--- config.mk ---
export PLATFORM = sky130hd
export DESIGN_NAME = backprop_sequencer
export DESIGN_NICKNAME = d
export VERILOG_FILES = /design/src/rtl/backprop_pkg.sv /design/src/rtl/bp_err_accum.sv /design/src/rtl/backprop_sequencer.sv
export SDC_FILE = /design/constraint.sdc
export NUM_CORES = 1
export LEC_CHECK = 0
export BUFFER_PORTS_ARGS = -buffer_cell sky130_fd_sc_hd__buf_4
export CAP_MARGIN = 20
export CELL_PAD_IN_SITES_DETAIL_PLACEMENT = 2
export CELL_PAD_IN_SITES_GLOBAL_PLACEMENT = 2
export CORE_MARGIN = 2
export CORE_UTILIZATION = 30
export CTS_CLUSTER_SIZE = 8
export DETAILED_ROUTE_END_ITERATION = 10
export HOLD_SLACK_MARGIN = 0.15
export PLACE_DENSITY_LB_ADDON = 0.1
export SETUP_SLACK_MARGIN = 0.4
export SYNTH_ARGS = -nofsm -noshare
export SYNTH_HDL_FRONTEND = slang
export SYNTH_HIERARCHICAL = 1
export SYNTH_SLANG_ARGS = --single-unit
--- constraint.sdc ---
create_clock -name clk -period 4.5 [get_ports clk]
set_input_delay 0.675 -clock clk [delete_from_list [all_inputs] [get_ports clk]]
set_output_delay 0.675 -clock clk [all_outputs]
set_load 0.02 [all_outputs]
--- src/rtl/backprop_pkg.sv ---
// Shared types and constants for the layer back-propagation sequencer.
// Pure declarations: no latency, no flow control of its own.
package backprop_pkg;
  localparam int DATA_W = 32;
  localparam int BP_W   = 64;

  typedef enum logic [2:0] {IDLE, READ, EXEC, DRAIN, DONE} bps_state_t;

  // Flat weight address of input i of neuron j.
  function automatic int widx(input int j, input int i, input int n_in);
    return j * n_in + i;
  endfunction
endpackage

--- src/rtl/bp_err_accum.sv ---
// Bank of N_IN wrapping 32-bit error sums: clear and indexed add land one cycle
// after they are requested; the indexed read is combinational. No backpressure.
module bp_err_accum import backprop_pkg::*; #(
  parameter int N_IN = 8,
  parameter int IW   = 3
) (
  input  logic              clk,
  input  logic              rst_n,
  input  logic              clr,
  input  logic              add_en,
  input  logic [IW-1:0]     add_idx,
  input  logic [DATA_W-1:0] add_val,
  input  logic [IW-1:0]     rd_idx,
  output logic [DATA_W-1:0] rd_data
);
  // Bank is padded to a power of two so every index value selects a real entry.
  localparam int DEPTH = 2 ** IW;

  logic [DATA_W-1:0] acc [DEPTH];

  always_ff @(posedge clk or negedge rst_n) begin
    if (!rst_n) begin
      for (int n = 0; n < DEPTH; n++) acc[n] <= '0;
    end else if (clr) begin
      for (int n = 0; n < DEPTH; n++) acc[n] <= '0;
    end else if (add_en) begin
      acc[add_idx] <= acc[add_idx] + add_val;
    end
  end

  assign rd_data = acc[rd_idx];
endmodule

--- src/rtl/backprop_sequencer.sv ---
// Walks N_OUT x N_IN weights through one shared combinational datapath (READ+EXEC per weight),
// then drains per-input error sums on a valid/ready port; done lands 2*N_IN*N_OUT+N_IN+1 cycles after start.
module backprop_sequencer import backprop_pkg::*; #(
  parameter  int N_IN  = 8,
  parameter  int N_OUT = 4,
  parameter  int WA_W  = (N_IN * N_OUT > 1) ? $clog2(N_IN * N_OUT) : 1,
  localparam int IW    = (N_IN > 1) ? $clog2(N_IN) : 1,
  localparam int JW    = (N_OUT > 1) ? $clog2(N_OUT) : 1
) (
  input  logic              clk,
  input  logic              rst_n,
  input  logic              start,
  input  logic [DATA_W-1:0] tm,
  input  logic [DATA_W-1:0] td,
  output logic              busy,
  output logic              done,
  output logic [WA_W-1:0]   w_raddr,
  input  logic [DATA_W-1:0] w_rdata,
  output logic              w_we,
  output logic [WA_W-1:0]   w_waddr,
  output logic [DATA_W-1:0] w_wdata,
  output logic [IW-1:0]     p_addr,
  input  logic [DATA_W-1:0] p_data,
  output logic [JW-1:0]     bp_addr,
  input  logic [BP_W-1:0]   bp_data,
  output logic [DATA_W-1:0] dp_p,
  output logic [DATA_W-1:0] dp_w,
  output logic [BP_W-1:0]   dp_bp,
  output logic [DATA_W-1:0] dp_tm,
  output logic [DATA_W-1:0] dp_td,
  input  logic [DATA_W-1:0] dp_bpc,
  input  logic [DATA_W-1:0] dp_wn,
  output logic              err_valid,
  input  logic              err_ready,
  output logic [IW-1:0]     err_idx,
  output logic [DATA_W-1:0] err_data
);
  bps_state_t        state;
  logic [IW-1:0]     i, k;
  logic [JW-1:0]     j;
  logic [DATA_W-1:0] tm_q, td_q;
  logic [DATA_W-1:0] acc_rd;
  logic [WA_W-1:0]   addr;
  logic              rd_ph, exec, drain;

  assign rd_ph = (state == READ);
  assign exec  = (state == EXEC);
  assign drain = (state == DRAIN);
  assign addr  = WA_W'(widx(int'(j), int'(i), N_IN));

  // Everything below decodes registered state, so a reset clears it instantly.
  assign w_raddr   = rd_ph ? addr : '0;
  assign p_addr    = rd_ph ? i : '0;
  assign bp_addr   = rd_ph ? j : '0;
  assign dp_p      = exec ? p_data : '0;
  assign dp_w      = exec ? w_rdata : '0;
  assign dp_bp     = exec ? bp_data : '0;
  assign dp_tm     = tm_q;
  assign dp_td     = td_q;
  // Write goes to the address read one cycle earlier, so read and write never collide.
  assign w_we      = exec;
  assign w_waddr   = exec ? addr : '0;
  assign w_wdata   = exec ? dp_wn : '0;
  assign err_valid = drain;
  assign err_idx   = drain ? k : '0;
  assign err_data  = drain ? acc_rd : '0;

  bp_err_accum #(.N_IN(N_IN), .IW(IW)) u_accum (
    .clk     (clk),
    .rst_n   (rst_n),
    .clr     ((state == IDLE) && start),
    .add_en  (exec),
    .add_idx (i),
    .add_val (dp_bpc),
    .rd_idx  (k),
    .rd_data (acc_rd)
  );

  always_ff @(posedge clk or negedge rst_n) begin
    if (!rst_n) begin
      state <= IDLE;
      i     <= '0;
      j     <= '0;
      k     <= '0;
      tm_q  <= '0;
      td_q  <= '0;
      busy  <= 1'b0;
      done  <= 1'b0;
    end else begin
      done <= 1'b0;
      case (state)
        IDLE: if (start) begin
          tm_q  <= tm;
          td_q  <= td;
          i     <= '0;
          j     <= '0;
          k     <= '0;
          busy  <= 1'b1;
          state <= READ;
        end
        READ: state <= EXEC;
        EXEC: begin
          state <= READ;
          if (i == IW'(N_IN - 1)) begin
            i <= '0;
            if (j == JW'(N_OUT - 1)) begin
              j     <= '0;
              state <= DRAIN;
            end else begin
              j <= j + 1'b1;
            end
          end else begin
            i <= i + 1'b1;
          end
        end
        DRAIN: if (err_ready) begin
          if (k == IW'(N_IN - 1)) begin
            k     <= '0;
            busy  <= 1'b0;
            done  <= 1'b1;
            state <= DONE;
          end else begin
            k <= k + 1'b1;
          end
        end
        DONE:    state <= IDLE;
        default: state <= IDLE;
      endcase
    end
  end
endmodule

==> reports/results.txt <==
Max Fclk: 246 MHz
I/O Buffers: 537
Die width: 256 µm
GR peak layer: met2
TritonRoute pass-1 iters: 5
Switch share: 47.2%
Comb pwr share: 61.3%
CP Class: reg -> reg
CP cell instances: buf_12 > mux2_2 > a221oi_1 > a21oi_1 > a221o_1 > ha_1 > a21oi_1 > o211ai_1 > a41o_1 > a2111oi_2 > a21oi_1 > a311oi_2 > buf_6 > o21ai_0
Number of synthesized flops with an enable pin: 0
RSZ-0062 raised after global routing: true
Hold WC Path Type: in -> async
CTS tree: built
Dpl hpwl: 84.4 mm
Worst Path Required: 4.94 ns
Peak VDD IR: 0.592 mV
CTS Buffer Depth: 3
Initial DRC count: 1483
Arr. time, crit path: 4.50 ns
Sum of buffers and inverters on the critical path: 2
Fin area: 26300 µm²
Crit-path max cell delay: 0.44 ns
GRT Resource Usage Total: 33.3%
Primary FF master, synth: dfrtp_1
Final Util: 41.7%
# rows: 92
Post-Place Worst Slack: 0.0325 ns
Clock Latency Late Sink: 0.60 ns
NetSw: 10.8 mW
Vias: 18500
Root Buffer: clkbuf_16
Core Box Area: 63000 µm²
Vias in the first global route: 19500
Final TNS setup: 0 ns
Total gr overflow: 0
CP Max Fanout: 17
Num CTS Buffers: 47
PD cells: 873 nW/µm²
Leakage: 12.4 nW
Finish-stage setup viols: 0
Final-stage net count: 2584
Sequential fraction of design power: 24.6%
Initial antenna violation count: 17
Met1 usage in global routing: 41.3%
Yosys cell types: 77
Die Y: 256 µm
Hold buffer count at CTS: 0
Synth Instances: 1722
Syn nets: 2019
Internal power: 12.1 mW
Async S/R FF share, synth: 100%
Hold Vio Cnt, Final: 0
DRT antenna net count: 0
Outcome: completed
Area after DPL: 24600 µm²
Grt met3 use: 7.63%
Wire length per cell: 35.5 µm
Min cycle time layout: 4.06 ns
Mapped Avg Cell Area: 11.1 µm²
Synthesis-to-finish area growth: 37.6%
Slew Viols, Final: 0
Post-Syn Area: 19100 µm²
Routed vias/inst: 5.88
Final Skew: 0.0382 ns
Flops & latches, synth: 333
I/O pins: 538
RD Place Congestion: 1.04
Crit-path leading delay family: compound AO/OA/AOI/OAI gates
MaxCap Viol Count: 0
DRC errors left: 0
CTS clk-pin slew, worst paths: 0.06 ns
Crit. End Element: flop
Setup ws final: 0.439 ns
Crit start category: flop
Slew @ Worst Pin: 0.984 ns
Largest net degree at the start of global routing: 96
Fin crit share: 90.2%
Most used cell, CP: a21oi_1
Seq/Total Area, Yosys: 43.7%
Grt met2 use: 58.2%
Ys Warns: 6
First-pass GRT wire length: 157 mm
Share of cells above drive strength 1: 42.6%
Clk sink count: 333
DRT Wirelength: 111 mm
CTS H-tree lvls: 2
Slowest cell on the critical path: ha_1
Clock power share: 14.1%
Slew headroom: 34.1%
Die ar.: 65600 µm²
Initial Util: 30.3%
[Yosys cell counts (22+ instances only)]
| master | n | share of area [%] |
|---|---|---|
| nand2_1 | 88 | 1.7 |
| nand3_1 | 24 | 0.63 |
| clkbuf_1 | 105 | 2.1 |
| nor3_1 | 22 | 0.58 |
| a22o_1 | 220 | 10 |
| o21ai_0 | 70 | 1.8 |
| ha_1 | 36 | 2.4 |
| dfrtp_1 | 333 | 44 |
| nor2_1 | 64 | 1.3 |
| a22oi_1 | 63 | 2.5 |
| a21oi_1 | 55 | 1.4 |
| mux2_2 | 107 | 6.3 |
| and2_1 | 208 | 6.8 |
| mux2i_1 | 24 | 1.3 |
| mux4_2 | 66 | 7.8 |
[worst paths after layout]
path / startpoint / endpoint / slack (ns) / cells after the start
max in group asynchronous: rst_n / u_accum/acc[101] / 3.30 / 2
worst min-delay path: rst_n / dp_tm[19] / 0.13 / 1
worst max-delay path: i[0] / u_accum/acc[91] / 0.44 / 14
worst max register to register: i[0] / u_accum/acc[91] / 0.44 / 14
worst min register to register: dp_td[6] / dp_td[6] / 0.50 / 1
min in group clk: td[27] / dp_td[27] / 0.31 / 2
[cells by family (layout without fill, tap and decap cells)]
| family | Yosys count | after routing | synth area share (%) |
|---|---|---|---|
| compound gates | 514 | 514 | 20.9 |
| xor+xnor | 22 | 22 | 1.01 |
| fa+ha+maj | 37 | 37 | 2.47 |
| buf+inv | 159 | 728 | 3.46 |
| flops | 333 | 333 | 43.7 |
| mux | 198 | 198 | 15.4 |
| other cells | 0 | 3 | 0 |
| simple gates | 459 | 459 | 13.1 |
[cell type report]
cell class | count | area (µm²)
diodes | 3 | 7.51
well taps | 846 | 1060
clock inverters | 3 | 30.0
repair buffers | 661 | 5140
clock buffers | 50 | 1210
fillers | 6560 | 36700
inverters | 14 | 55.1
multi-input cells | 1230 | 10400
flip-flops and latches | 333 | 8350
[through the flow]
stage	hold WS, ns	cells	power [mW]
final	0.128	3140	22.9
after global routing	0.174	3139	24.1
after CTS	0.158	3128	22.5
after detailed placement	0.484	3067	18.8
after global placement	0.474	3064	18.3
after floorplan	0.379	1722	13.1
[cells in the final DEF (no fill, tap or decap), types with 55 or more instances in the layout]
cell type,synthesis,layout
buf_4,10,641
dfrtp_1,333,327
a22o_1,220,220
and2_1,208,208
mux2_2,107,107
nand2_1,88,86
mux4_2,66,66
o21ai_0,70,65
a22oi_1,63,63
nor2_1,64,55
[flip-flops by register name, indices dropped and copies added, names as in the netlist]
signal,flops
i,3
done,1
u_accum/acc,256
k,3
dp_td,32
j,2
state,3
dp_tm,32
busy,1
[metal layers]
metal  routed length (µm)  up-vias  part of all wire [%]
met4                 2860        2                   2.6
met3                 8860      125                   8.0
met1                43400     9872                    39
met2                56200      859                    51
li1                     -     7592                     -
met5                    9        -                0.0081
[power groups by stage]
stage	combinational [mW]	clock [mW]	sequential, mW
2_1_floorplan	7.76	0	5.34
3_3_place_gp	12.8	0	5.54
3_5_place_dp	13.1	0	5.61
4_1_cts	13.6	3.28	5.60
5_1_grt	14.9	3.38	5.78
6_report	14.1	3.23	5.64
[timing repair]
action / 4_1_cts / 5_1_grt
endpoints found under the setup margin: 105 / 152
pin swaps: 8 / 9
buffers inserted: 8 / 8
gates resized for setup: 23 / 45
(Power assumes the default switching activity.)
